--- config.mk ---
export PLATFORM = sky130hd
export DESIGN_NAME = uart_rx_fifo
export DESIGN_NICKNAME = d
export VERILOG_FILES = /design/src/rtl/uart_pkg.sv /design/src/rtl/sync_fifo.sv /design/src/rtl/uart_rx_fifo.sv
export SDC_FILE = /design/constraint.sdc
export NUM_CORES = 1
export LEC_CHECK = 0
export CAP_MARGIN = 20
export CORE_ASPECT_RATIO = 0.6
export CORE_MARGIN = 2
export CORE_UTILIZATION = 45
export DETAILED_ROUTE_END_ITERATION = 16
export PLACE_DENSITY = 0.67
export SYNTH_ARGS = -nofsm -noshare
export SYNTH_HDL_FRONTEND = slang
export SYNTH_SLANG_ARGS = --single-unit
--- constraint.sdc ---
create_clock -name clk -period 4.75 [get_ports clk]
set_input_delay 0.95 -clock clk [delete_from_list [all_inputs] [get_ports clk]]
set_output_delay 0.95 -clock clk [all_outputs]
set_load 0.05 [all_outputs]
--- src/rtl/uart_pkg.sv ---
// Shared types and constants for the UART receive path.
package uart_pkg;

  localparam int UART_BYTE_W = 8;

  typedef enum logic [1:0] {
    IDLE     = 2'd0,
    ACK      = 2'd1,
    WAIT_LOW = 2'd2
  } rx_cap_state_t;

endpackage

--- src/rtl/sync_fifo.sv ---
// Generic single-clock FIFO with occupancy level and synchronous flush.
// Latency: write visible 1 cycle after push; backpressure: push dropped when full unless a pop frees the slot.
module sync_fifo #(
  parameter int DEPTH = 16,
  parameter int WIDTH = 8
) (
  input  logic                     clk,
  input  logic                     reset_n,
  input  logic                     push,
  input  logic [WIDTH-1:0]         push_data,
  input  logic                     pop,
  input  logic                     flush,
  output logic [WIDTH-1:0]         pop_data,
  output logic                     full,
  output logic                     empty,
  output logic [$clog2(DEPTH):0]   level
);

  localparam int PTR_W = $clog2(DEPTH);
  localparam int LVL_W = PTR_W + 1;
  localparam logic [LVL_W-1:0] FULL_LVL = LVL_W'(DEPTH);

  logic [WIDTH-1:0] mem [DEPTH];
  logic [PTR_W-1:0] wr_ptr;
  logic [PTR_W-1:0] rd_ptr;
  logic [LVL_W-1:0] count;
  logic             push_ok;
  logic             pop_ok;

  assign empty   = (count == '0);
  assign full    = (count == FULL_LVL);
  assign level   = count;
  assign pop_ok  = pop & ~empty;
  // A pop in the same cycle frees the head slot, so a push into a full FIFO still fits.
  assign push_ok = push & (~full | pop_ok);

  always_ff @(posedge clk or negedge reset_n) begin
    if (!reset_n) begin
      wr_ptr <= '0;
      rd_ptr <= '0;
      count  <= '0;
    end else if (flush) begin
      wr_ptr <= '0;
      rd_ptr <= '0;
      count  <= '0;
    end else begin
      if (push_ok) wr_ptr <= wr_ptr + 1'b1;
      if (pop_ok)  rd_ptr <= rd_ptr + 1'b1;
      case ({push_ok, pop_ok})
        2'b10:   count <= count + 1'b1;
        2'b01:   count <= count - 1'b1;
        default: count <= count;
      endcase
    end
  end

  always_ff @(posedge clk) begin
    if (push_ok && !flush) mem[wr_ptr] <= push_data;
  end

  assign pop_data = empty ? '0 : mem[rd_ptr];

endmodule

--- src/rtl/uart_rx_fifo.sv ---
// Captures completed UART bytes into a FIFO, acks the receiver, drives rts_n with hysteresis, flags overrun.
// Latency: byte visible 1 cycle after capture; backpressure: rts_n to the remote end, bytes dropped with overrun when full.
module uart_rx_fifo
  import uart_pkg::*;
#(
  parameter int DEPTH  = 16,
  parameter int RTS_HI = 12,
  parameter int RTS_LO = 4
) (
  input  logic                     clk,
  input  logic                     reset_n,
  input  logic                     rx_done,
  input  logic [UART_BYTE_W-1:0]   rx_data,
  output logic                     rx_ack,
  input  logic                     pop,
  output logic [UART_BYTE_W-1:0]   pop_data,
  output logic                     empty,
  output logic                     full,
  output logic [$clog2(DEPTH):0]   level,
  output logic                     rts_n,
  output logic                     overrun,
  input  logic                     ovr_clr,
  input  logic                     flush
);

  localparam int LVL_W = $clog2(DEPTH) + 1;
  localparam logic [LVL_W-1:0] RTS_HI_L = LVL_W'(RTS_HI);
  localparam logic [LVL_W-1:0] RTS_LO_L = LVL_W'(RTS_LO);

  rx_cap_state_t state;
  rx_cap_state_t state_nxt;
  logic          capture;

  always_ff @(posedge clk or negedge reset_n) begin
    if (!reset_n) state <= IDLE;
    else          state <= state_nxt;
  end

  always_comb begin
    state_nxt = state;
    capture   = 1'b0;
    rx_ack    = 1'b0;
    case (state)
      IDLE: begin
        if (rx_done) begin
          capture   = 1'b1;
          state_nxt = ACK;
        end
      end
      ACK: begin
        rx_ack    = 1'b1;
        state_nxt = WAIT_LOW;
      end
      // The receiver's done flag stays high briefly after the ack; wait it out to avoid a double capture.
      WAIT_LOW: begin
        if (!rx_done) state_nxt = IDLE;
      end
      default: state_nxt = IDLE;
    endcase
  end

  sync_fifo #(
    .DEPTH (DEPTH),
    .WIDTH (UART_BYTE_W)
  ) u_fifo (
    .clk       (clk),
    .reset_n   (reset_n),
    .push      (capture),
    .push_data (rx_data),
    .pop       (pop),
    .flush     (flush),
    .pop_data  (pop_data),
    .full      (full),
    .empty     (empty),
    .level     (level)
  );

  // Set has priority over clear; a flushed capture is simply discarded.
  always_ff @(posedge clk or negedge reset_n) begin
    if (!reset_n) begin
      overrun <= 1'b0;
    end else if (capture && full && !pop && !flush) begin
      overrun <= 1'b1;
    end else if (ovr_clr) begin
      overrun <= 1'b0;
    end
  end

  always_ff @(posedge clk or negedge reset_n) begin
    if (!reset_n) begin
      rts_n <= 1'b0;
    end else if (level >= RTS_HI_L) begin
      rts_n <= 1'b1;
    end else if (level <= RTS_LO_L) begin
      rts_n <= 1'b0;
    end
  end

endmodule

==> flow_summary.ini, run 1 <==
[worst_hold_path]
hold_depth = 2
hold_end = rts_n
min-delay-start = rts_n
hold_class = reg2reg

[sta]
finalMaxSlewViolations = 0
tns_ns = 0
slew-limit-headroom = 0.347
worst_slew_pin_slew_ns = 0.976
hold_violations = 0
skew_ns = 0.00855
hold-worst-slack_ns = 0.497
rsz0062_at_grt = false
fin_crit_ns = 4.26
finalSetupViolations = 0
period_share = 0.896
max_freq_mhz = 235

[grt]
top_usage_layer = met1
grt_pass1_vias = 3219
grt_use_met3 = 0.0457
grt_max_degree = 18
grt_util_met2 = 0.274
grt_util_met1 = 0.287
grt_usage = 0.189
grt_pass1_wl_mm = 19.3
gr-total-overflow = 0
antenna_found_initial = 0

[synthesis]
muxShareOfSynthArea = 0.155
synth_flop_cell = edfxtp_1
ys_seq_elements = 145
synth_top_family_by_area = multiplexers
synth_top_area_cell = edfxtp_1
synth_cell_type_count = 54
avgSynthCellArea_um2 = 18.1
synth_compound_area_frac = 0.0464
synth-async-reset-ratio = 0.117
yosys.area_share.simple = 0.0552
synthAdderAreaFrac = 0.0144
synth.top_cells.by_area = edfxtp_1 63%, mux4_2 12%, dfrtp_1 7.0%
syn-instance-count = 336
synthXorXnorAreaFrac = 0.00718
ys_warn_count = 0
yosysTopAreaCellShare = 0.630
syn_nets = 357
synth_enable_flop_cells = 128
syn_area_um2 = 6100
synth_seq_area_share = 0.700

[setup_path]
start_kind = flop
reg2reg_from = u_fifo.level[1]
reg2reg_depth = 8
critical_path.max_stage_delay_ns = 0.75
critPathSlowestCell = o21ai_1
end_kind = output pin
required_ns = 3.80
r2r-end = u_fifo.level[4]
cp_max_fo = 11
arrival_ns = 3.31
r2r_slack_ns = 1.65
crit_chain = or4_4 -> o21ai_1 -> o22ai_1 -> clkdlybuf4s50_1
crit_type = reg2out

[clocking]
clk_path_buf_depth = 2
ctsHoldBuffers = 0
cts_setup_buffers = 0
cts-resized-gates = 0
cts_root_buf = clkbuf_16
clock_latency_ns = 0.41
cts_tree = done
clk_pin_slew_ns = 0.06
cts.sinks = 145
cts-htree-levels = 4
cts_buffers = 17

[floorplan]
fp.coreArea_um2 = 13100
start_util = 0.467
pin_count = 32
fp.dieW_um = 154
die_h_um = 94.2
placementRows = 32
die_area_um2 = 14500

[pwr]
finalPower_mw = 4.21
p_per_area_nw_per_um2 = 585
p_leak_nw = 2.33
vdd_drop_max_uv = 236

[route]
dr.pass1.iters = 5
routed_wl_mm = 12.6
dr.first_iter.drc_count = 352
via_per_inst = 5.73
ant_nets = 0
drc = 0
avgRoutedWirePerCell_um = 22.3
vias = 3249

[final_layout]
syn2layout_area_growth_pct = 18.1
final_common_cell = edfxtp_1
finalInstanceArea_um2 = 7200
drive_gt1_frac = 0.229
stdcell_count = 567
antenna_cells = 0
final_cell_mix = 128 x edfxtp_1, 32 x mux4_2, 31 x clkdlybuf4s50_1
layout.nets = 405

[placed_design]
placedCellCount = 534
io_buffers = 31
place_congestion = 0.822
dpl_cell_area_um2 = 6640
hpwl_mm = 8.34

[job]
cap_violations = 0

[outcome]
status = finished, final reports clean
worst max path at each step:
stage	startpoint	end	slack [ns]	cells after the start
after global routing	u_fifo.level[0]	pop_data[6]	0.39	4
final	u_fifo.level[1]	pop_data[6]	0.49	4
after global placement	rx_done	u_fifo.level[4]	1.02	9
after floorplan	u_fifo.level[1]	pop_data[0]	0.97	7
after CTS	u_fifo.level[0]	pop_data[6]	0.51	4
after detailed placement	rx_done	u_fifo.level[4]	0.95	9
critical path: cells and delay by family, from the launching register on:
family,cells,cell delay (ns)
and+or+nand+nor,1,0.65
DFF,1,0.52
buffers and inverters,1,0.75
AOI/OAI and AO/OA,2,0.96
power by group:
part           switching, mW  leakage [nW]  internal, mW
clock                  0.546         0.263         0.684
sequential             0.130          1.38          1.44
combinational          0.843         0.691         0.567
kinds of logic after synthesis:
logic type      Yosys count
xor+xnor                  5
compound gates           36
simple gates             62
buf+inv                  27
mux                      54
fa+ha+maj                 7
flops                   145
through the flow:
step | setup WS, ns | utilization
after floorplan | 0.971 | -
after global placement | 1.02 | 0.509
after detailed placement | 0.946 | 0.509
after CTS | 0.506 | 0.551
after global routing | 0.395 | 0.551
final | 0.493 | 0.551
routing by layer:
layer	up-vias	part of all wire
met5	-	0
met4	0	0.0057
met3	7	0.057
met2	123	0.44
met1	1670	0.49
li1	1449	-
synthesized netlist by cell type (all sizes together) (3+ instances only):
| library cell | number |
|---|---|
| a31oi | 4 |
| buf | 11 |
| clkbuf | 7 |
| dfrtp | 17 |
| edfxtp | 128 |
| ha | 7 |
| inv | 9 |
| mux2 | 3 |
| mux2i | 19 |
| mux4 | 32 |
| nand2 | 7 |
| nand2b | 3 |
| nand3 | 3 |
| nand4 | 3 |
| nor2 | 26 |
| nor2b | 4 |
| nor3 | 3 |
| o211ai | 3 |
| o21ai | 8 |
| o22ai | 8 |
| or3 | 3 |
| xor2 | 3 |
area by class of cell:
class	count	area [um2]
clock inverter	14	120
tap	170	213
multi-input combinational	164	1700
fill	999	5850
inverter	9	36.3
sequential	145	4270
clock buffer	18	429
timing repair buffer	47	434
sequential cells by signal, summed over array words and instances, names as in the netlist:
name	count
u_fifo.mem	128
u_fifo.level	5
u_fifo.rd_ptr	4
u_fifo.wr_ptr	4
state	2
overrun	1
rts_n	1
Note: power is estimated with default switching activity, not from simulation.
==> run 2: changes to the inputs <==
--- a/config.mk
+++ b/config.mk
@@ -10,6 +10,7 @@
 export CORE_MARGIN = 2
 export CORE_UTILIZATION = 45
 export DETAILED_ROUTE_END_ITERATION = 16
+export GPL_TIMING_DRIVEN = 0
 export PLACE_DENSITY = 0.67
 export SYNTH_ARGS = -nofsm -noshare
 export SYNTH_HDL_FRONTEND = slang
==> run 2 against run 1 <==
  * Routed wire length grew 8.8%
  * Largest cell class unchanged
  * Total power rose by 5.6%
  * Worst setup slack got worse by 0.20 ns
  * Combinational power is 9.9% higher
  * Cell area increased by 0.45%
  * First-iteration DRC count is 1.4% higher
==> flow_summary.ini, run 2 (synthesis results as in run 1) <==
[outcome]
status = finished, final reports clean

[placed_design]
io_buffers = 30
hpwl_mm = 8.80
place_congestion = 0.816
place_ws_ns = 0.768

[sta]
period_share = 0.938
hold_violations = 0
skew_ns = 0.00714
worst_slew_pin_slew_ns = 0.976
finalSetupViolations = 0
hold-worst-slack_ns = 0.509
max_freq_mhz = 224
tns_ns = 0
slew-limit-headroom = 0.345
fin_crit_ns = 4.46
setup_slack_ns = 0.292
rsz0062_at_grt = false
finalMaxSlewViolations = 0

[clocking]
cts_tree = done
cts-resized-gates = 0
cts-htree-levels = 4
cts_root_buf = clkbuf_16
clk_path_buf_depth = 2
clock_latency_ns = 0.42
ctsHoldBuffers = 0
cts_setup_buffers = 0
cts_buffers = 17
cts.sinks = 145
clk_pin_slew_ns = 0.06

[setup_path]
crit_chain = or4_4 -> buf_6 -> o21ai_1 -> o22ai_1 -> clkdlybuf4s50_1
reg2reg_from = u_fifo.level[0]
start_kind = flop
end_kind = output pin
r2r-end = u_fifo.level[4]
path_delay_family = compound AO/OA/AOI/OAI gates
cp_num_cells = 5
reg2reg_depth = 9
required_ns = 3.80
crit_buf_inv = 2
arrival_ns = 3.51
r2r_slack_ns = 1.60
critPathLaunch = u_fifo.level[0]
setup.worst_path.end = pop_data[4]
crit_type = reg2out
cp_max_fo = 9
critical_path.max_stage_delay_ns = 0.79
critPathSlowestCell = clkdlybuf4s50_1

[pwr]
pwr-share-clk = 0.316
p_seq_frac = 0.337
finalPower_mw = 4.45
p_leak_nw = 2.34
p_int_mw = 2.89
switching_share = 0.351
comb_power_share = 0.348
p_sw_mw = 1.56
p_per_area_nw_per_um2 = 615
vdd_drop_max_uv = 245

[worst_hold_path]
hold_class = reg2reg

[route]
vias = 3358
routed_wl_mm = 13.8
drc = 0
avgRoutedWirePerCell_um = 24.2
ant_nets = 0
dr.pass1.iters = 5
dr.first_iter.drc_count = 357
via_per_inst = 5.91

[final_layout]
largest_reg_flops = 128
final_common_cell = edfxtp_1
antenna_cells = 0
drive_gt1_frac = 0.216
final_util = 0.554
layout.nets = 406
max_flop_register = u_fifo.mem
final_cell_mix = 128 x edfxtp_1, 32 x mux4_2, 30 x clkdlybuf4s50_1
syn2layout_area_growth_pct = 18.6
fill_cells = 976
biggestRegsByFlops = u_fifo.mem (128), u_fifo.level (5)

[grt]
gr-total-overflow = 0
antenna_found_initial = 0
grt_pass1_wl_mm = 20.9
grt_usage = 0.205
grt_pass1_vias = 3298
grt_max_degree = 18

[floorplan]
die_h_um = 94.2
start_util = 0.467
fp.dieW_um = 154
die_area_um2 = 14500
pin_count = 32
fp.coreArea_um2 = 13100
placementRows = 32

[job]
cap_violations = 0
run 2: layer usage:
layer | wire (um) | part of all wire | vias up | track usage
li1 | - | - | 1451 | -
met1 | 6770 | 0.49 | 1755 | 0.319
met2 | 5990 | 0.44 | 144 | 0.286
met3 | 912 | 0.066 | 8 | 0.0544
met4 | 82 | 0.0060 | 0 | 0.0509
met5 | 0 | 0 | - | 0
run 2: through the flow:
step                      std cells  cell area (um2)
after detailed placement        536             6610
after floorplan                 336             6100
after global routing            568             7230
final                           568             7230
after global placement          536             6610
after CTS                       568             7230
run 2: layout make-up:
type,instances,area (um2),area share
clock buffer,17,425,0.0588
tap,170,213,0.0294
timing repair buffer,30,300,0.0415
multi-input combinational,164,1700,0.234
buffer,18,96.3,0.0133
clock inverter,15,195,0.0270
sequential,145,4270,0.590
inverter,9,36.3,0.00502
run 2: worst register-to-register path, delay by kind of cell, from the launching register on:
| kind | cells | cell delay (ns) |
|---|---|---|
| compound gates | 4 | 0.86 |
| buf+inv | 1 | 0.16 |
| mux | 1 | 0.33 |
| simple gates | 2 | 0.98 |
| fa+ha+maj | 1 | 0.25 |
| flops | 1 | 0.49 |
run 2: worst min path at each step:
stage	from	to	slack, ns	cells after the start
2_1_floorplan	u_fifo.rd_ptr[3]	u_fifo.rd_ptr[3]	0.52	2
3_5_place_dp	rts_n	rts_n	0.49	2
5_1_grt	overrun	overrun	0.54	1
3_3_place_gp	rts_n	rts_n	0.47	2
6_report	overrun	overrun	0.51	1
4_1_cts	rts_n	rts_n	0.51	2
run 2: power groups by stage:
stage | registers [mW] | logic [mW] | clock network, mW
global route | 1.51 | 1.64 | 1.47
CTS | 1.50 | 1.55 | 1.41
global placement | 1.52 | 1.52 | 0
detailed placement | 1.52 | 1.54 | 0
finish | 1.50 | 1.55 | 1.41
floorplan | 1.59 | 1.03 | 0
==> run 3: changes to the inputs <==
--- a/config.mk
+++ b/config.mk
@@ -6,9 +6,10 @@
 export NUM_CORES = 1
 export LEC_CHECK = 0
 export CAP_MARGIN = 20
-export CORE_ASPECT_RATIO = 0.6
+export CORE_ASPECT_RATIO = 0.5
 export CORE_MARGIN = 2
 export CORE_UTILIZATION = 45
+export CTS_CLUSTER_DIAMETER = 150
 export DETAILED_ROUTE_END_ITERATION = 16
 export GPL_TIMING_DRIVEN = 0
 export PLACE_DENSITY = 0.67
==> run 3 against run 2 <==
  * Register-to-register slack better by 0.04 ns
  * Combinational power about the same
  * Clock-buffer cell count grew 2
  * Sequential cell count stayed put
  * Via count down 2.2%
  * Global-route usage down 1.9 points
  * Total power decreased by 2.7%
  * Die area grew 0.18%
  * Routed wire length is 9.7% lower
  * Cell count unchanged
  * Clock skew up 0.0021 ns
==> flow_summary.ini, run 3 (synthesis results as in run 1) <==
[outcome]
status = finished, final reports clean

[route]
ant_nets = 0
vias = 3283
dr.pass1.iters = 7
top_layer_used = met4
dr_wl_met2_mm = 6.11
via_per_inst = 5.78
drc = 0
avgRoutedWirePerCell_um = 21.9
dr_wl_met3_um = 881
dr.first_iter.drc_count = 253
wl_met1_mm = 5.28
routed_wl_mm = 12.4

[sta]
hold_violations = 0
finalMaxSlewViolations = 0
skew_ns = 0.00928
finalSetupViolations = 0
period_share = 0.936
max_freq_mhz = 225
worst_slew_pin_slew_ns = 0.964
tns_ns = 0
slew-limit-headroom = 0.353
rsz0062_at_grt = false
fin_crit_ns = 4.44

[setup_path]
required_ns = 3.80
cp_max_fo = 9
arrival_ns = 3.49
start_kind = flop
end_kind = output pin
reg2reg_depth = 9
crit_type = reg2out

[final_layout]
syn2layout_area_growth_pct = 18.0
final_util = 0.555
drive_gt1_frac = 0.211
final_common_cell = edfxtp_1
layout.nets = 406
antenna_cells = 0
largest_reg_flops = 128
final_cell_mix = 128 x edfxtp_1, 32 x mux4_2, 30 x clkdlybuf4s50_1
biggestRegsByFlops = u_fifo.mem (128), u_fifo.level (5)
max_flop_register = u_fifo.mem

[worst_hold_path]
hold_depth = 1
hold_class = reg2reg

[floorplan]
placementRows = 29
die_h_um = 86.3
die_area_um2 = 14600
fp.dieW_um = 169
fp.coreArea_um2 = 13000
pin_count = 32
start_util = 0.471

[clocking]
ctsHoldBuffers = 0
cts-resized-gates = 0
cts_buffers = 17
cts_setup_buffers = 0
clk_pin_slew_ns = 0.06
cts-htree-levels = 4
clock_latency_ns = 0.42
cts_root_buf = clkbuf_16
cts.sinks = 145
clk_path_buf_depth = 2
cts_tree = done

[grt]
antenna_found_initial = 0
grt_max_degree = 18
grt_usage = 0.186
grt_pass1_wl_mm = 19.5
grt_pass1_vias = 3454
gr-total-overflow = 0

[placed_design]
place_congestion = 0.924
io_buffers = 30
hpwl_mm = 8.17

[pwr]
p_sw_mw = 1.51
pwr-share-clk = 0.303
vdd_drop_max_uv = 454
switching_share = 0.348
p_leak_nw = 2.32
p_per_area_nw_per_um2 = 602
p_seq_frac = 0.346
p_int_mw = 2.82
comb_power_share = 0.351

[job]
cap_violations = 0
-- run 3: cell count changes in the layout (fill, tap and decap cells not counted), sizes merged --
cell      before  now
inv           17   14
clkbuf        24   26
bufinv         3    2
clkinv         2    3
clkinvlp       2    3
-- run 3: power groups by stage --
stage | Combinational (mW) | Clock (mW) | Sequential (mW)
2_1_floorplan | 1.03 | 0 | 1.59
3_3_place_gp | 1.49 | 0 | 1.52
3_5_place_dp | 1.52 | 0 | 1.52
4_1_cts | 1.53 | 1.33 | 1.50
5_1_grt | 1.62 | 1.39 | 1.51
6_report | 1.52 | 1.31 | 1.50
-- run 3: metrics by stage --
| step | hold WS [ns] | area, um2 | worst slack, ns | power [mW] | cells |
|---|---|---|---|---|---|
| 3_5_place_dp | 0.484 | 6610 | 0.826 | 3.04 | 536 |
| 3_3_place_gp | 0.483 | 6610 | 0.890 | 3.01 | 536 |
| 6_report | 0.505 | 7190 | 0.306 | 4.33 | 568 |
| 2_1_floorplan | 0.520 | 6100 | 0.971 | 2.61 | 336 |
| 4_1_cts | 0.507 | 7190 | 0.385 | 4.35 | 568 |
| 5_1_grt | 0.564 | 7190 | 0.221 | 4.52 | 568 |
-- run 3: per-layer routing --
layer,vias to the layer above,GRT usage
li1,1459,-
met1,1700,0.244
met2,112,0.309
met3,12,0.0553
met4,0,0.0549
met5,-,0
-- run 3: worst paths after layout --
path | start | endpoint | slack (ns)
min in group asynchronous | reset_n | overrun | 1.00
max in group asynchronous | reset_n | u_fifo.wr_ptr[3] | 3.25
worst min register to register | overrun | overrun | 0.50
worst max register to register | u_fifo.level[0] | u_fifo.level[4] | 1.64
worst max-delay path | u_fifo.level[0] | pop_data[7] | 0.31
worst min-delay path | overrun | overrun | 0.50
-- run 3: cell type report --
type	instances	area (um2)
Inverter	9	36.3
Fill cell	979	5760
Tap cell	170	213
Clock buffer	19	433
Sequential cell	145	4270
Clock inverter	13	151
Timing Repair Buffer	30	300
Buffer	18	96.3
Multi-Input combinational cell	164	1700
-- run 3: critical path: stages (launching register included) --
cell	delay, ns
dfrtp_1	0.49
or4_4	0.58
buf_6	0.16
o21ai_1	0.75
o22ai_1	0.31
clkdlybuf4s50_1	0.79
